===== config.mk =====
export PLATFORM = sky130hd
export DESIGN_NAME = pu_wb_pipe5
export DESIGN_NICKNAME = d
export VERILOG_FILES = /design/src/rtl/pu_pkg.sv /design/src/rtl/pu_wb_addr_gen.sv /design/src/rtl/pu_wb_pipe5.sv
export SDC_FILE = /design/constraint.sdc
export NUM_CORES = 1
export LEC_CHECK = 0
export BUFFER_PORTS_ARGS = -buffer_cell sky130_fd_sc_hd__buf_4
export CAP_MARGIN = 25
export CORE_AREA = 2 2 531 533
export CTS_CLUSTER_SIZE = 28
export DETAILED_ROUTE_END_ITERATION = 12
export DIE_AREA = 0 0 533 535
export PLACE_DENSITY_LB_ADDON = 0.25
export SETUP_SLACK_MARGIN = 0.4
export SYNTH_ARGS = -nofsm -noshare
export SYNTH_HDL_FRONTEND = slang
export SYNTH_SLANG_ARGS = --single-unit

===== constraint.sdc =====
create_clock -name clk -period 9.6 [get_ports clk]
set_clock_uncertainty 0.1 [all_clocks]
set_input_delay 0.48 -clock clk [delete_from_list [all_inputs] [get_ports clk]]
set_output_delay 0.48 -clock clk [all_outputs]
set_load 0.03 [all_outputs]

===== src/rtl/pu_pkg.sv =====
`default_nettype none
// ============================================================================
//  Module      : pu_pkg
//  Description : Shared definitions for the PU write-back stage: FSM state
//                encoding, default address width and the channel-count
//                normalisation helper.
//  Revision    : 1.0 - initial release
// ============================================================================
package pu_pkg;

  localparam int unsigned PU_ADDR_WD = 16;

  // Write-back FSM state encoding
  localparam int unsigned ST_WD = 2;
  localparam logic [ST_WD-1:0] ST_IDLE    = 2'd0;
  localparam logic [ST_WD-1:0] ST_WAIT_IN = 2'd1;
  localparam logic [ST_WD-1:0] ST_WRITE   = 2'd2;

  // Valid channels per beat are 1..4; anything outside that range means "all 4"
  function automatic logic [2:0] norm_oc_num(input logic [2:0] oc_num);
    return ((oc_num == 3'd0) || (oc_num > 3'd4)) ? 3'd4 : oc_num;
  endfunction

endpackage
`default_nettype wire


===== src/rtl/pu_wb_addr_gen.sv =====
`default_nettype none
// ============================================================================
//  Module      : pu_wb_addr_gen
//  Description : Address generator for the write-back stage. Tracks the row
//                base, the current channel address and the row/channel
//                counters using adders only; all sums wrap at 2^ADDR_WD.
//  Revision    : 1.0 - initial release
// ============================================================================
module pu_wb_addr_gen
  import pu_pkg::*;
#(
  parameter int unsigned ADDR_WD    = PU_ADDR_WD,
  parameter int unsigned ROW_CNT_WD = 10
) (
  input  logic                  clk,
  input  logic                  rstn,
  input  logic                  tile_start_i,
  input  logic [ADDR_WD-1:0]    base_addr_i,
  input  logic [ADDR_WD-1:0]    oc_stride_i,
  input  logic [ADDR_WD-1:0]    row_stride_i,
  input  logic [ROW_CNT_WD-1:0] row_last_i,
  input  logic [1:0]            oc_last_i,
  input  logic                  load_i,
  input  logic                  step_oc_i,
  input  logic                  step_row_i,
  output logic [ADDR_WD-1:0]    cur_addr_o,
  output logic [1:0]            oc_cnt_o,
  output logic                  last_oc_o,
  output logic                  last_row_o
);

  logic [ADDR_WD-1:0]    row_base_q, row_base_d;
  logic [ADDR_WD-1:0]    cur_addr_q, cur_addr_d;
  logic [ROW_CNT_WD-1:0] row_cnt_q, row_cnt_d;
  logic [1:0]            oc_cnt_q, oc_cnt_d;
  logic [ADDR_WD-1:0]    next_row_base;

  assign next_row_base = row_base_q + row_stride_i;

  // Next-state for counters; a load coinciding with a row step starts the new row directly
  always_comb begin
    row_base_d = row_base_q;
    cur_addr_d = cur_addr_q;
    row_cnt_d  = row_cnt_q;
    oc_cnt_d   = oc_cnt_q;
    if (tile_start_i) begin
      row_base_d = base_addr_i;
      row_cnt_d  = '0;
      oc_cnt_d   = 2'd0;
    end
    if (step_row_i) begin
      row_base_d = next_row_base;
      row_cnt_d  = row_cnt_q + ROW_CNT_WD'(1);
    end
    if (load_i) begin
      oc_cnt_d   = 2'd0;
      cur_addr_d = step_row_i ? next_row_base : row_base_q;
    end else if (step_oc_i) begin
      oc_cnt_d   = oc_cnt_q + 2'd1;
      cur_addr_d = cur_addr_q + oc_stride_i;
    end
  end

  // Counter and address registers
  always_ff @(posedge clk or negedge rstn) begin
    if (!rstn) begin
      row_base_q <= '0;
      cur_addr_q <= '0;
      row_cnt_q  <= '0;
      oc_cnt_q   <= 2'd0;
    end else begin
      row_base_q <= row_base_d;
      cur_addr_q <= cur_addr_d;
      row_cnt_q  <= row_cnt_d;
      oc_cnt_q   <= oc_cnt_d;
    end
  end

  assign cur_addr_o = cur_addr_q;
  assign oc_cnt_o   = oc_cnt_q;
  assign last_oc_o  = (oc_cnt_q == oc_last_i);
  assign last_row_o = (row_cnt_q == row_last_i);

endmodule
`default_nettype wire


===== src/rtl/pu_wb_pipe5.sv =====
`default_nettype none
// ============================================================================
//  Module      : pu_wb_pipe5
//  Description : PU pipeline stage 5 (write-back). Accepts one 4-channel row
//                beat from requant, serialises it into one output-buffer
//                write per valid channel, and pulses done_o after the last
//                write of a tile.
//  Revision    : 1.0 - initial release
// ============================================================================
module pu_wb_pipe5
  import pu_pkg::*;
#(
  parameter int unsigned PE_COL_NUM = 32,
  parameter int unsigned REQUANT_WD = 8,
  parameter int unsigned ADDR_WD    = PU_ADDR_WD,
  parameter int unsigned ROW_CNT_WD = 10
) (
  input  logic                               clk,
  input  logic                               rstn,
  input  logic                               start_i,
  input  logic [ADDR_WD-1:0]                 cfg_base_addr_i,
  input  logic [ADDR_WD-1:0]                 cfg_oc_stride_i,
  input  logic [ADDR_WD-1:0]                 cfg_row_stride_i,
  input  logic [ROW_CNT_WD-1:0]              cfg_row_num_i,
  input  logic [2:0]                         cfg_oc_num_i,
  input  logic                               wb_vld_i,
  output logic                               wb_rdy_o,
  input  logic [REQUANT_WD*PE_COL_NUM-1:0]   wb_oc0_i,
  input  logic [REQUANT_WD*PE_COL_NUM-1:0]   wb_oc1_i,
  input  logic [REQUANT_WD*PE_COL_NUM-1:0]   wb_oc2_i,
  input  logic [REQUANT_WD*PE_COL_NUM-1:0]   wb_oc3_i,
  output logic                               wr_vld_o,
  input  logic                               wr_rdy_i,
  output logic [ADDR_WD-1:0]                 wr_addr_o,
  output logic [REQUANT_WD*PE_COL_NUM-1:0]   wr_data_o,
  output logic                               busy_o,
  output logic                               done_o
);

  localparam int unsigned DATA_WD = REQUANT_WD * PE_COL_NUM;

  logic [ST_WD-1:0]      state_q, state_d;
  logic [ADDR_WD-1:0]    oc_stride_q, row_stride_q;
  logic [ROW_CNT_WD-1:0] row_last_q;
  logic [1:0]            oc_last_q;
  logic [DATA_WD-1:0]    row_q [4];
  logic                  done_q;

  logic                  tile_start, accept, fire, step_oc, step_row;
  logic                  last_oc, last_row;
  logic [1:0]            oc_cnt;
  logic [ADDR_WD-1:0]    cur_addr;
  logic [2:0]            oc_num_norm;

  assign oc_num_norm = norm_oc_num(cfg_oc_num_i);
  assign tile_start  = (state_q == ST_IDLE) && start_i;
  assign fire        = (state_q == ST_WRITE) && wr_rdy_i;
  assign accept      = wb_vld_i && wb_rdy_o;
  assign step_oc     = fire && !last_oc;
  assign step_row    = fire && last_oc && !last_row;

  // State register
  always_ff @(posedge clk or negedge rstn) begin
    if (!rstn) state_q <= ST_IDLE;
    else       state_q <= state_d;
  end

  // Next-state logic; a waiting beat at row end keeps the stage in WRITE with no bubble
  always_comb begin
    state_d = state_q;
    case (state_q)
      ST_IDLE:    if (start_i) state_d = ST_WAIT_IN;
      ST_WAIT_IN: if (accept)  state_d = ST_WRITE;
      ST_WRITE: begin
        if (fire && last_oc) begin
          if (last_row)      state_d = ST_IDLE;
          else if (wb_vld_i) state_d = ST_WRITE;
          else               state_d = ST_WAIT_IN;
        end
      end
      default:               state_d = ST_IDLE;
    endcase
  end

  // Output decode; upstream ready in WRITE only on the final write of a non-final row
  always_comb begin
    wb_rdy_o  = 1'b0;
    wr_vld_o  = 1'b0;
    wr_addr_o = '0;
    busy_o    = (state_q != ST_IDLE);
    case (state_q)
      ST_WAIT_IN: wb_rdy_o = 1'b1;
      ST_WRITE: begin
        wr_vld_o  = 1'b1;
        wr_addr_o = cur_addr;
        wb_rdy_o  = fire && last_oc && !last_row;
      end
      default: ;
    endcase
  end

  // Tile configuration snapshot taken at start; row/channel counts stored as last index
  always_ff @(posedge clk or negedge rstn) begin
    if (!rstn) begin
      oc_stride_q  <= '0;
      row_stride_q <= '0;
      row_last_q   <= '0;
      oc_last_q    <= 2'd0;
    end else if (tile_start) begin
      oc_stride_q  <= cfg_oc_stride_i;
      row_stride_q <= cfg_row_stride_i;
      row_last_q   <= (cfg_row_num_i == '0) ? '0 : (cfg_row_num_i - ROW_CNT_WD'(1));
      oc_last_q    <= 2'(oc_num_norm - 3'd1);
    end
  end

  // Beat capture; data registers carry no reset since they are qualified by wr_vld_o
  always_ff @(posedge clk) begin
    if (accept) begin
      row_q[0] <= wb_oc0_i;
      row_q[1] <= wb_oc1_i;
      row_q[2] <= wb_oc2_i;
      row_q[3] <= wb_oc3_i;
    end
  end

  // Done pulse one cycle after the last write of the tile
  always_ff @(posedge clk or negedge rstn) begin
    if (!rstn) done_q <= 1'b0;
    else       done_q <= fire && last_oc && last_row;
  end

  assign wr_data_o = row_q[oc_cnt];
  assign done_o    = done_q;

  pu_wb_addr_gen #(
    .ADDR_WD    (ADDR_WD),
    .ROW_CNT_WD (ROW_CNT_WD)
  ) u_addr_gen (
    .clk          (clk),
    .rstn         (rstn),
    .tile_start_i (tile_start),
    .base_addr_i  (cfg_base_addr_i),
    .oc_stride_i  (oc_stride_q),
    .row_stride_i (row_stride_q),
    .row_last_i   (row_last_q),
    .oc_last_i    (oc_last_q),
    .load_i       (accept),
    .step_oc_i    (step_oc),
    .step_row_i   (step_row),
    .cur_addr_o   (cur_addr),
    .oc_cnt_o     (oc_cnt),
    .last_oc_o    (last_oc),
    .last_row_o   (last_row)
  );

endmodule
`default_nettype wire


### Word level (Yosys, flattened, before mapping)

Memories as Yosys holds them, arrays and structs flattened.
Index checks and enable logic that the tools add are counted.

| word-level totals | value |
|---|---|
| output and inout bits | 276 |
| memories kept | 1 |
| logic and storage cells | 66 |
| flip-flop bits (word level) | 91 |
| RAM bits | 1024 |
| input port bits | 1090 |

| operators by class | value |
|---|---|
| add/sub/neg operators | 6 |
| $lt $le $gt $ge | 1 |
| muxes and demuxes | 23 |
| reductions and logical operators | 18 |
| equality and inequality tests | 7 |

Memories:

| memory | depth | width | rd ports | clocked after memory_dff | wr ports | RTL line | source |
|---|---|---|---|---|---|---|---|
| row_q | 4 | 256 | 1 | 0 | 4 | pu_wb_pipe5.sv:46 | `logic [DATA_WD-1:0] row_q [4];` |

Operator list:

| cell | count |
|---|---|
| $mux W16 | 6 |
| $add A16 B16 Y16 | 2 |
| $mux W10 | 3 |
| $mux W2 | 9 |
| $add A10 B1 Y10 const B | 1 |
| $eq A10 B10 Y1 | 1 |
| $logic_not A10 Y1 | 1 |
| $sub A10 B1 Y10 const B | 1 |
| $logic_and A1 B1 Y1 | 7 |
| $pmux W2 S3 | 1 |
| $reduce_bool A2 Y1 | 3 |
| $ne A2 B2 Y1 const B | 2 |
| $gt A3 B3 Y1 const B | 1 |
| $logic_not A3 Y1 | 1 |
| $mux W1 | 3 |
| $reduce_and A3 Y1 | 1 |
| $reduce_bool A3 Y1 | 1 |
| $add A2 B1 Y2 const B | 1 |
| $eq A2 B1 Y1 const B | 1 |
| $eq A2 B2 Y1 | 1 |
| $eq A2 B2 Y1 const B | 1 |
| $logic_not A1 Y1 | 2 |
| $logic_not A2 Y1 | 1 |
| $ne A2 B1 Y1 const B | 1 |
| 3 further kinds | 3 |

### Longest topological paths before layout

| depth | value |
|---|---|
| depth after elaboration | 8 |
| mapped depth | 12 |
| mapped depth without buffers | 11 |

### Hierarchy

From an unflattened synthesis, not the netlist that was laid out.

| second synthesis, totals | value |
|---|---|
| cells, all modules | 2011 |
| area, all modules | 42991.2 um^2 |

Modules (own cells, without submodules):

| module | instances | area an instance (um^2) | cells an instance |
|---|---|---|---|
| pu_wb_pipe5 | 1 | 39364.0 | 1590 |
| pu_wb_addr_gen | 1 | 3627.2 | 421 |

### Least setup slack after synthesis

No wires, ideal clock.

| timing path | value |
|---|---|
| path type | reg2reg |
| from | register state_q[0] |
| to | memory row_q[0][0] (netlist bit), enable pin |
| setup time | 0.593 ns |
| stages on the path, launching flop included | 11 |
| data required time | 8.907 ns |
| slack | 2.307 ns |
| data arrival time | 6.600 ns |
| path through | dfrtp_1 inv_1 ha_1 nand3_1 nor2b_4 nor2_2 or2_1 buf_4 inv_2 buf_6 buf_6 |

RTL lines:

| what | RTL line | source |
|---|---|---|
| from (decl) | pu_wb_pipe5.sv:42 | `logic [ST_WD-1:0] state_q, state_d;` |
| from (signal assigned) | pu_wb_pipe5.sv:65 | `else state_q <= state_d;` |
| to (decl) | pu_wb_pipe5.sv:46 |  |

==> run_results.csv <==
group,metric,value,unit
outcome,status,"complete, no violations",
power,p_per_area,261,nW/um2
power,pwr-share-comb,35.4,%
clock_tree,numCtsBuffers,144,
logic_synthesis,async_reset_ff_share,8.16,%
global_routing,grt_pass1_vias,32763,
cells_and_area,synthToLayoutAreaGrowth,72.0,%
logic_synthesis,yosys.area.top_type,"edfxtp_1",
logic_synthesis,yosysWarningCount,0,
placed_design,dp_hpwl,172000,um
clock_tree,worstSkewPairLatency,0.77,ns
placed_design,io_buffers,1365,
die,io_pins,1366,
clock_tree,root_buffer,"clkbuf_16",
sta,tightest_slew,1.12,ns
route,vias,31163,
sta,max-slew-margin-rel,25.0,%
sta,grt_setup_unrepaired,"no",
sta,finalSetupViolCount,0,
logic_synthesis,synth_top_area_share,72.2,%
logic_synthesis,synth_ff_type,"edfxtp_1",
power,p_seq_share,35.9,%
power,p_leak,0.0270,uW
global_routing,grt_max_degree,160,
global_routing,antenna_found_initial,121,
critical_path,critical_path_class,"reg2reg",
logic_synthesis,syn_inst,2012,
route,drtIter0Drc,2343,
worst_hold_path,worstHoldPathType,"in2reg",
power,ir_drop,0.164,mV
route,ant_nets,0,
die,initial_core_util,15.3,%
clock_tree,cts_buffer_depth,4,
job,drv_cap,0,
power,power,19100,uW
route,drt-pass1-iter-count,5,
die,core_region_area,279000,um2
sta,hold_violations,0,
route,finalWirelength,218000,um
global_routing,grt_use_total,14.7,%
logic_synthesis,synth_edf_count,1024,
sta,fmax,179,MHz
die,die_y,535,um
sta,finalSetupTns,0,ns
power,p_clk_share,28.7,%
logic_synthesis,syn_area,42600,um2
critical_path,setup.worst_path.start_class,"flop",
clock_tree,cts_resized,0,
logic_synthesis,syn_nets,3140,
die,rows,194,
route,drc,0,
cells_and_area,fin_nets,5691,
sta,drv_slew,0,
clock_tree,cts.clk_slew.worst_paths,0.06,ns
logic_synthesis,ys_top_cells_by_area,"edfxtp_1 72%, mux4_2 14%, dfrtp_1 5.3%",
logic_synthesis,yosys.cell_types.count,65,
power,p_int,12300,uW
route,vias_per_cell,3.69,
logic_synthesis,ys_seq_elements,1115,
sta,period_share,58.4,%
critical_path,max_stage_delay,0.82,ns
logic_synthesis,yosysMostFrequentCell,"edfxtp_1",
cells_and_area,final_area,73200,um2
logic_synthesis,seq_area_frac_synth,77.5,%
cells_and_area,drive_above_1_share,40.3,%
critical_path,path_delay_family,"buffers and inverters",
critical_path,crit_path_top_delay_cell,"nor2b_4",
critical_path,worst_ep_required_time,9.94,ns
global_routing,grt_first_pass_wirelength,287000,um
power,p_sw_share,35.6,%
placed_design,gp_congestion,0.945,
critical_path,cp-end-kind,"flop",
placed_design,placed_area,57400,um2
clock_tree,htreeDepth,4,
clock_tree,cts_tree,"yes",
critical_path,worstPathArrival,5.94,ns
logic_synthesis,synth.cells.most_frequent,"1024 x edfxtp_1, 256 x mux4_2, 150 x nand2_1",
clock_tree,cts_num_sinks,1115,
die,dieArea,285000,um2
critical_path,critPathMaxFanout,157,
critical_path,cp_cell_sequence,"inv_1 -> ha_1 -> nand3_1 -> nor2b_4 -> nor2_2 -> or2_1 -> inv_8 -> buf_12 -> buf_4",
logic_synthesis,avgSynthCellArea,21.2,um2
die,die_x,533,um
sta,period_minus_slack,5.60,ns
route,wl_per_cell,25.9,um
critical_path,critical_path_buf_inv_count,4,
global_routing,overflow,0,
power,p_sw,6790,uW
-- power by group through the flow --
stage / registers [uW] / logic [uW] / clock network, uW
CTS: 6860 / 6870 / 5680
detailed placement: 6950 / 6400 / 0
global route: 6930 / 7240 / 5840
finish: 6860 / 6760 / 5480
floorplan: 6760 / 3840 / 0
global placement: 6950 / 6390 / 0
-- worst register-to-register path, cell delays in order, from the launching register on --
cell	delay (ns)
dfrtp_1	0.43
inv_1	0.12
ha_1	0.75
nand3_1	0.38
nor2b_4	0.82
nor2_2	0.07
or2_1	0.40
inv_8	0.61
buf_12	0.70
buf_4	0.89
-- state kept, by name, summed over array words and instances, names as in the netlist --
name	count
u_addr_gen.row_base_q	16
row_q	1024
u_addr_gen.cur_addr_o	16
row_stride_q	16
oc_last_q	2
u_addr_gen.oc_cnt_o	2
done_o	1
state_q	2
row_last_q	10
oc_stride_q	16
u_addr_gen.row_cnt_q	10
-- metrics by stage --
| step | util [%] | setup slack, ns | cells | hold WS, ns |
|---|---|---|---|---|
| after global routing | 26.2 | 3.68 | 8417 | 0.0794 |
| after detailed placement | 20.6 | 4.02 | 7045 | 0.357 |
| after floorplan | - | 2.31 | 2012 | 0.0844 |
| after global placement | 20.6 | 4.18 | 7044 | 0.348 |
| after CTS | 26.2 | 3.93 | 8393 | 0.000574 |
| final | 26.3 | 4.00 | 8440 | 0.112 |
-- timing repair --
action,4_1_cts,5_1_grt
endpoints found under the hold margin,1116,0
setup buffers,0,0
hold buffers,1093,0
-- cells by family after synthesis --
kind of cell | after synthesis | share of synthesized area (%)
adder cells (fa/ha/maj) | 38 | 1.15
AND/OR/NAND/NOR | 278 | 2.96
multiplexers | 274 | 14.0
XOR/XNOR | 40 | 0.840
buffers and inverters | 100 | 1.03
AO/OA/AOI/OAI | 167 | 2.53
flip-flops | 1115 | 77.5
-- layout by cell type (no fill, tap or decap), types with 6 or more instances in the layout --
master         instances
nand2_1              149
a21oi_1               27
ha_1                  36
mux2i_1               18
nor3_1                11
mux4_2               256
o211ai_1               6
inv_1                 13
clkbuf_1              23
dfrtp_1               89
bufinv_16             14
dlygate4sd3_1       1093
a211oi_1              18
o21ai_0               54
clkinv_2              21
a31oi_1               15
buf_12                 6
buf_4               1390
a21o_1                 8
and3_1                 9
xor2_1                22
and2_1                19
clkbuf_16            148
diode_2               44
clkinv_1              25
inv_6                  6
nand3_1               14
edfxtp_1            1024
nor2_1                38
xnor2_1               17
o21a_1                 7
-- final cells by class --
cell class              instances  area, um2
clock buffers                 173       3820
fillers                     28629     206000
well taps                    3724       4660
multi-input cells             797       9140
flip-flops and latches       1115      33000
clock inverters                82        868
repair buffers               2491      21600
diodes                         44        110
inverters                      14       60.1
-- final timing paths --
check	start	end	slack, ns	depth (start not counted)
max	state_q[0]	row_q[1][141]	4.00	9
min	start_i	oc_stride_q[5]	0.11	4
max reg2reg	state_q[0]	row_q[1][141]	4.00	9
min reg2reg	oc_stride_q[10]	oc_stride_q[10]	0.39	2
max in group asynchronous	rstn	u_addr_gen.oc_cnt_o[1]	7.88	3
min in group asynchronous	rstn	row_stride_q[2]	0.13	2
-- metal layers --
metal	GRT usage [%]	up-vias	part of all wire (%)
li1	-	13437	-
met2	23.2	1566	45
met3	4.95	339	9.7
met1	19.2	15773	42
met5	0	-	0.14
met4	3.94	48	2.9
Power figures use the tool's default switching activity.
